## config.mk

```make
export PLATFORM = sky130hd
export DESIGN_NAME = mem8x8_access_ctrl
export DESIGN_NICKNAME = d
export VERILOG_FILES = /design/src/rtl/mem8x8_pkg.sv /design/src/rtl/mem8x8_word_dec.sv /design/src/rtl/mem8x8_access_ctrl.sv
export SDC_FILE = /design/constraint.sdc
export NUM_CORES = 1
export LEC_CHECK = 0
export CORE_MARGIN = 3
export CORE_UTILIZATION = 45
export DETAILED_ROUTE_END_ITERATION = 7
export HOLD_SLACK_MARGIN = 0.06
export PLACE_DENSITY = 0.85
export SYNTH_ARGS = -nofsm -noshare
export SYNTH_HDL_FRONTEND = slang
export SYNTH_HIERARCHICAL = 1
export SYNTH_SLANG_ARGS = --single-unit
```

## constraint.sdc

```tcl
create_clock -name clk -period 2 [get_ports clk]
set_input_delay 0.6 -clock clk [delete_from_list [all_inputs] [get_ports clk]]
set_output_delay 0.6 -clock clk [all_outputs]
set_load 0.1 [all_outputs]
```

## src/rtl/mem8x8_pkg.sv

```systemverilog
// Shared types and constants for the 8x8 bitcell array access controller.
package mem8x8_pkg;

  typedef enum logic [2:0] {
    IDLE,
    SETUP,
    STROBE,
    HOLD,
    DONE
  } state_e;

  localparam logic RW_READ   = 1'b1;
  localparam logic RW_WRITE  = 1'b0;
  localparam int   DEF_WORDS = 8;
  localparam int   DEF_WIDTH = 8;

endpackage

```

## src/rtl/mem8x8_word_dec.sv

```systemverilog
// Address to one-hot word select decoder with enable and out-of-range flag.
module mem8x8_word_dec
  import mem8x8_pkg::*;
#(
  parameter int WORDS = DEF_WORDS,
  parameter int AW    = 3
) (
  input  logic             en_i,
  input  logic [AW-1:0]    addr_i,
  output logic [WORDS-1:0] sel_o,
  output logic             oor_o
);

  always_comb begin
    oor_o = 32'(addr_i) >= 32'(WORDS);
    sel_o = '0;
    if (en_i && !oor_o) begin
      sel_o = WORDS'(1) << addr_i;
    end
  end

endmodule

```

## src/rtl/mem8x8_access_ctrl.sv

```systemverilog
// Single-word read/write initiator for the bitcell array: setup, strobe
// and hold phases around a one-hot word select, registered outputs.
module mem8x8_access_ctrl
  import mem8x8_pkg::*;
#(
  parameter int WORDS      = DEF_WORDS,
  parameter int WIDTH      = DEF_WIDTH,
  parameter int STROBE_CYC = 2,
  parameter int AW         = (WORDS > 1) ? $clog2(WORDS) : 1
) (
  input  logic             clk,
  input  logic             rst_n,
  input  logic             req_valid,
  output logic             req_ready,
  input  logic             req_we,
  input  logic [AW-1:0]    req_addr,
  input  logic [WIDTH-1:0] req_wdata,
  output logic             rsp_valid,
  output logic [WIDTH-1:0] rsp_rdata,
  output logic             rsp_err,
  output logic [WORDS-1:0] arr_sel,
  output logic             arr_rw,
  output logic [WIDTH-1:0] arr_din,
  input  logic [WIDTH-1:0] arr_dout
);

  localparam int CW = $clog2(STROBE_CYC + 1);

  state_e           state_q, state_d;
  logic [CW-1:0]    cnt_q, cnt_d;
  logic             we_q, we_d;
  logic [AW-1:0]    addr_q, addr_d;
  logic [WIDTH-1:0] cap_q, cap_d;
  logic [WORDS-1:0] sel_q, sel_d;
  logic             rw_q, rw_d;
  logic [WIDTH-1:0] din_q, din_d;
  logic             vld_q, vld_d;
  logic [WIDTH-1:0] rdata_q, rdata_d;
  logic             err_q, err_d;
  logic             rdy_q, rdy_d;

  logic [AW-1:0]    dec_addr;
  logic             dec_en;
  logic [WORDS-1:0] dec_sel;
  logic             dec_oor;

  // In IDLE the decoder screens the incoming address; afterwards the held one.
  assign dec_addr = (state_q == IDLE) ? req_addr : addr_q;
  assign dec_en   = (state_q == SETUP)
                 || (state_q == STROBE && cnt_q != CW'(1));

  mem8x8_word_dec #(
    .WORDS (WORDS),
    .AW    (AW)
  ) u_dec (
    .en_i   (dec_en),
    .addr_i (dec_addr),
    .sel_o  (dec_sel),
    .oor_o  (dec_oor)
  );

  always_comb begin
    state_d = state_q;
    cnt_d   = cnt_q;
    we_d    = we_q;
    addr_d  = addr_q;
    cap_d   = cap_q;
    sel_d   = dec_sel;
    rw_d    = rw_q;
    din_d   = din_q;
    vld_d   = 1'b0;
    rdata_d = rdata_q;
    err_d   = 1'b0;
    unique case (state_q)
      IDLE: begin
        if (req_valid && rdy_q) begin
          we_d   = req_we;
          addr_d = req_addr;
          if (dec_oor) begin
            state_d = DONE;
            vld_d   = 1'b1;
            err_d   = 1'b1;
            rdata_d = '0;
          end else begin
            state_d = SETUP;
            rw_d    = req_we ? RW_WRITE : RW_READ;
            din_d   = req_we ? req_wdata : '0;
          end
        end
      end
      SETUP: begin
        state_d = STROBE;
        cnt_d   = CW'(STROBE_CYC);
      end
      STROBE: begin
        if (cnt_q == CW'(1)) begin
          state_d = HOLD;
          cap_d   = arr_dout;
        end else begin
          cnt_d = cnt_q - CW'(1);
        end
      end
      HOLD: begin
        state_d = DONE;
        vld_d   = 1'b1;
        rdata_d = we_q ? '0 : cap_q;
        rw_d    = RW_READ;
        din_d   = '0;
      end
      DONE: begin
        state_d = IDLE;
      end
      default: state_d = IDLE;
    endcase
  end

  assign rdy_d = (state_d == IDLE);

  always_ff @(posedge clk) begin
    if (!rst_n) begin
      state_q <= IDLE;
      cnt_q   <= '0;
      we_q    <= 1'b0;
      addr_q  <= '0;
      cap_q   <= '0;
      sel_q   <= '0;
      rw_q    <= RW_READ;
      din_q   <= '0;
      vld_q   <= 1'b0;
      rdata_q <= '0;
      err_q   <= 1'b0;
      rdy_q   <= 1'b1;
    end else begin
      state_q <= state_d;
      cnt_q   <= cnt_d;
      we_q    <= we_d;
      addr_q  <= addr_d;
      cap_q   <= cap_d;
      sel_q   <= sel_d;
      rw_q    <= rw_d;
      din_q   <= din_d;
      vld_q   <= vld_d;
      rdata_q <= rdata_d;
      err_q   <= err_d;
      rdy_q   <= rdy_d;
    end
  end

  assign req_ready = rdy_q;
  assign rsp_valid = vld_q;
  assign rsp_rdata = rdata_q;
  assign rsp_err   = err_q;
  assign arr_sel   = sel_q;
  assign arr_rw    = rw_q;
  assign arr_din   = din_q;

endmodule

```

==> run_results.csv, run 1 <==
group,metric,value,unit
clock_network,cts_hold_buf,0,
setup_path,start_kind,"flop",
global_route,grt_pass1_wl,6240,um
logic_synthesis,ys_ff_latch,45,
floorplan,die_x,68.6,um
logic_synthesis,syn_nets,194,
power,p_sw,0.502,mW
clock_network,cts_root_buf,"clkbuf_8",
global_route,grt_pass1_vias,1358,
global_route,antenna_found_initial,0,
power,peakVddDrop,665,uV
floorplan,die_height,68.6,um
power,p_int,1.48,mW
placed_design,dp_hpwl,2900,um
logic_synthesis,synthCells,170,
route,wire_per_inst,14.3,um
logic_synthesis,yosys_warnings,6,
cells_and_area,synthToLayoutAreaGrowth,56.2,%
setup_path,crit_required,2.19,ns
logic_synthesis,synth_ff_type,"dfxtp_1",
placed_design,io_buffers,50,
cells_and_area,nFillCells,249,
clock_network,postCtsSetupRepairBufs,0,
logic_synthesis,synth_edf_count,0,
cells_and_area,drive_gt1_frac,0.266,
logic_synthesis,syn_area,1770,sq um
cells_and_area,n_antenna_cell,0,
logic_synthesis,ys_seq_area_frac,0.510,
power,powerDensity,720,nW/um^2
route,drt_iter0_markers,65,
logic_synthesis,async_flop_share,0,
setup_path,setup.worst_path.class,"flop to flop",
clock_network,cts_tree,"done",
logic_synthesis,syn_area_per_cell,10.4,sq um
timing,setup_tns,0,ns
timing,timing.final.crit_share,0.875,
global_route,track_usage,0.179,
timing,fin_crit,1.75,ns
route,firstDrtPassIters,4,
power,power_frac_clock,0.349,
timing,tightest_slew,0.518,ns
power,p_leak,1.08,nW
cells_and_area,nNetsFinal,252,
placed_design,gp_congestion,0.737,
timing,final_hold_viol_count,0,
clock_network,cts-resized-gates,0,
route,wirelength,3950,um
logic_synthesis,yosysUniqueCellTypes,42,
floorplan,core,3720,sq um
floorplan,fp-row-count,22,
cells_and_area,final_common_cell,"dfxtp_1",
clock_network,clk_pin_slew,0.08,ns
timing,slew-limit-headroom,0.652,
clock_network,insertion_delay,0.29,ns
flow_run,maxCapViolCount,0,
floorplan,io-pin-count,51,
route,drc,0,
clock_network,clock_sinks,45,
power,pwr-share-seq,0.474,
route,vias,1448,
power,power,1.99,mW
global_route,overflow,0,
setup_path,end_kind,"flop",
timing,fmax,0.572,GHz
timing,setup_viol_count_final,0,
status,status,"finished clean",
setup_path,cp.arrival,1.94,ns
clock_network,h-tree-depth,2,
timing,clock_skew,0.00750,ns
floorplan,start_util,0.475,
route,ant_nets,0,
floorplan,dieArea,4710,sq um
timing,rsz0062_at_grt,"false",
global_route,grt_max_degree,17,
power,switching_share,0.253,
cells_and_area,most-common-layout-cells,"dfxtp_1 (44), nand2_1 (28), buf_12 (28), clkdlybuf4s50_1 (22), a22o_1 (16)",
worst_hold_path,worstHoldPathType,"flop to flop",
clock_network,cts_buffers,5,
setup_path,critPathMaxFanout,8,
power,p_comb_frac,0.177,
timing,slew_viol_final,0,
route,via_per_inst,5.23,
clock_network,clockBufferDepth,2,
per-layer routing:
layer,up-vias,global-route usage,part of all wire
met4,0,0.0794,0.016
li1,724,-,-
met1,691,0.216,0.41
met3,4,0.0373,0.041
met5,-,0,0
met2,29,0.305,0.53
worst paths after layout:
check          endpoint       start  depth (start not counted)  slack (ns)
max          arr_sel[6]  state_q[0]                          4        0.25
min            cap_q[7]    cap_q[7]                          2        0.45
max reg2reg  arr_sel[6]  state_q[0]                          4        0.25
min reg2reg    cap_q[7]    cap_q[7]                          2        0.45
cells by family (layout without fill, tap and decap cells):
kind of cell    after synthesis  count (layout)  synth area share
buf+inv                      14              73            0.0390
compound gates               37              37             0.168
other cells                   1               1           0.00212
fa+ha+maj                     1               1           0.00709
xor+xnor                      1               1           0.00496
flops                        45              45             0.510
mux                           7               7            0.0418
simple gates                 64              64             0.227
final cells by class:
cell class	instances	area [sq um]	share of cell area
clock buffers	7	86.3	0.0313
clock inverters	1	30.0	0.0109
inverters	4	15.0	0.00544
multi-input cells	111	801	0.290
flip-flops and latches	45	902	0.327
well taps	48	60.1	0.0218
repair buffers	61	863	0.313
registers in the layout, summed over array words and instances, names as in the netlist:
| signal | count |
|---|---|
| arr_din | 8 |
| arr_sel | 8 |
| cap_q | 8 |
| rsp_rdata | 8 |
| addr_q | 3 |
| state_q | 3 |
| cnt_q | 2 |
| arr_rw | 1 |
| req_ready | 1 |
| rsp_err | 1 |
| rsp_valid | 1 |
| we_q | 1 |
through the flow:
| step | instance area (sq um) | cells | hold slack (ns) | worst slack, ns | utilization |
|---|---|---|---|---|---|
| detailed placement | 2640 | 269 | 0.446 | 0.0160 | 0.709 |
| global placement | 2640 | 269 | 0.441 | 0.0446 | 0.709 |
| CTS | 2750 | 277 | 0.457 | 0.0867 | 0.741 |
| floorplan | 1770 | 170 | 0.431 | 0.307 | - |
| finish | 2760 | 277 | 0.454 | 0.251 | 0.742 |
| global route | 2760 | 277 | 0.473 | 0.183 | 0.742 |
worst max-delay path, cell delays in order, from the launching register on:
cell	delay (ns)
dfxtp_1	0.31
or3_1	0.53
mux2_2	0.40
and4b_2	0.26
and2_1	0.15
power by group through the flow:
stage	Combinational [mW]	Sequential [mW]	Clock, mW
final	0.352	0.941	0.693
after global routing	0.372	0.944	0.742
after CTS	0.349	0.941	0.709
after detailed placement	0.347	0.962	0
after global placement	0.340	0.962	0
after floorplan	0.132	1.04	0
Yosys cell counts (3+ instances only):
cell	count	area [sq um]
inv_1	3	11.3
nand2_1	28	105
mux2i_1	4	40.0
a21oi_1	13	65.1
clkbuf_1	4	15.0
or3_1	3	18.8
nand2b_1	3	18.8
mux2_2	3	33.8
dfxtp_1	45	901
a22o_1	16	140
nor2_1	3	11.3
buf_2	4	20.0
and2_1	8	50.1
Note: power is estimated with default switching activity, not from simulation.
==> inputs of run 2 (changes only) <==
CTS_CLUSTER_SIZE = 10   (was default)
==> results of run 2 <==
Same layout as run 1: the final DEF is identical, and so are final timing and power.
==> inputs of run 3 (changes only) <==
CORE_UTILIZATION = 46   (was 45)
PLACE_DENSITY = 0.78   (was 0.85)
RECOVER_POWER = 100   (was default)
==> run_results.csv, run 3 (same netlist as run 1, synthesis figures left out) <==
group,metric,value,unit
setup_path,end_kind,"flop",
cells_and_area,drive_gt1_frac,0.249,
power,power,1.96,mW
clock_network,clk_pin_slew,0.08,ns
timing,timing.final.crit_share,0.919,
timing,rsz0062_at_grt,"false",
cells_and_area,synthToLayoutAreaGrowth,31.8,%
route,wire_per_inst,16.5,um
worst_hold_path,holdPathEnd,"cap_q[4]",
clock_network,clockBufferDepth,2,
setup_path,startpoint,"state_q[0]",
floorplan,dieArea,4620,sq um
cells_and_area,design_area,2330,sq um
floorplan,die_height,68.0,um
timing,fin_crit,1.84,ns
timing,fmax,0.544,GHz
setup_path,crit_required,2.20,ns
status,status,"finished clean",
global_route,track_usage,0.214,
global_route,grt_pass1_wl,7190,um
power,powerDensity,842,nW/um^2
route,ant_nets,0,
global_route,overflow,0,
floorplan,core,3520,sq um
setup_path,reg2reg_to,"arr_sel[6]",
power,p_sw,0.516,mW
power,power_frac_clock,0.363,
setup_path,r2r-start,"state_q[0]",
placed_design,io_buffers,50,
cells_and_area,nNetsFinal,252,
setup_path,r2r_cells,4,
clock_network,cts_tree,"done",
timing,slew-limit-headroom,0.625,
route,via_per_inst,5.33,
cells_and_area,final_common_cell,"dfxtp_1",
setup_path,cp.arrival,2.03,ns
clock_network,h-tree-depth,2,
timing,tightest_slew,0.565,ns
timing,holdWs,0.461,ns
floorplan,fp-row-count,21,
global_route,grt_pass1_vias,1505,
route,vias,1467,
power,peakVddDrop,578,uV
flow_run,maxCapViolCount,0,
cells_and_area,n_antenna_cell,0,
route,drt_iter0_markers,93,
power,p_int,1.44,mW
cells_and_area,most-common-layout-cells,"dfxtp_1 (44), nand2_1 (28), clkbuf_2 (28), clkdlybuf4s50_1 (20), a22o_1 (16)",
floorplan,io-pin-count,51,
power,pwr-share-seq,0.477,
placed_design,gp_congestion,0.916,
placed_design,dp_hpwl,3410,um
route,drc,0,
timing,clock_skew,0.00489,ns
setup_path,setup.worst_path.class,"flop to flop",
power,p_leak,0.963,nW
clock_network,cts_buffers,5,
power,switching_share,0.264,
setup_path,start_kind,"flop",
worst_hold_path,min-delay-start,"cap_q[4]",
clock_network,cts_hold_buf,0,
clock_network,cts-resized-gates,0,
cells_and_area,nFillCells,284,
setup_path,rrSetupSlack,0.16,ns
floorplan,die_x,68.0,um
global_route,grt_max_degree,24,
timing,final_hold_viol_count,0,
clock_network,cts_root_buf,"clkbuf_8",
route,firstDrtPassIters,4,
power,p_comb_frac,0.160,
worst_hold_path,worstHoldPathType,"flop to flop",
timing,setup_viol_count_final,0,
clock_network,insertion_delay,0.30,ns
global_route,antenna_found_initial,0,
worst_hold_path,worst_hold_path.num_cells,2,
setup_path,critPathMaxFanout,8,
clock_network,postCtsSetupRepairBufs,0,
clock_network,clock_sinks,45,
placed_design,place_area,2650,sq um
floorplan,start_util,0.501,
route,wirelength,4540,um
timing,slew_viol_final,0,
timing,setup_tns,0,ns
## run 3: cell count changes in the layout (fill, tap and decap cells not counted), moves of 2 or more
cell             previous run  this run
clkbuf_2                    0        28
dlygate4sd3_1               0         2
buf_4                      11         8
and2_1                      8         5
and2_0                      0         3
buf_12                     28         1
clkdlybuf4s50_1            22        20
## run 3: through the flow
step,utilization,std cells,setup WS [ns]
finish,0.661,275,0.162
global route,0.661,275,0.112
CTS,0.786,275,0.251
detailed placement,0.752,267,0.0172
global placement,0.752,267,0.0692
floorplan,-,170,0.307
## run 3: routing by layer
metal | part of all wire | vias to the layer above | routed length, um | track usage
li1 | - | 720 | - | -
met1 | 0.41 | 698 | 1870 | 0.234
met2 | 0.53 | 38 | 2390 | 0.383
met3 | 0.044 | 11 | 202 | 0.0673
met4 | 0.018 | 0 | 80 | 0.0819
met5 | 0 | - | 0 | 0
## run 3: cell type report
cell class	count	area, sq um	area share
Multi-Input combinational cell	111	785	0.337
Clock inverter	2	37.5	0.0161
Tap cell	46	57.6	0.0247
Clock buffer	6	82.6	0.0355
Sequential cell	45	902	0.388
Timing Repair Buffer	61	448	0.192
Inverter	4	15.0	0.00645
## run 3: worst max path at each step
stage / to / cells past startpoint / slack [ns]
6_report: arr_sel[6] / 4 / 0.16
5_1_grt: arr_sel[6] / 4 / 0.11
4_1_cts: arr_sel[6] / 4 / 0.25
3_5_place_dp: arr_din[4] / 4 / 0.02
3_3_place_gp: arr_din[1] / 4 / 0.07
2_1_floorplan: arr_din[0] / 3 / 0.31
## run 3: worst max-delay path, cell delays in order, from the launching register on
cell     delay (ns)
dfxtp_1        0.31
or3_1          0.51
mux2_1         0.47
and4b_2        0.28
and2_1         0.16
## run 3: power groups by stage
stage	clock network [mW]	registers, mW	logic [mW]
final	0.711	0.935	0.313
after global routing	0.765	0.938	0.331
after CTS	0.727	0.942	0.356
after detailed placement	0	0.962	0.353
after global placement	0	0.962	0.342
after floorplan	0	1.04	0.132
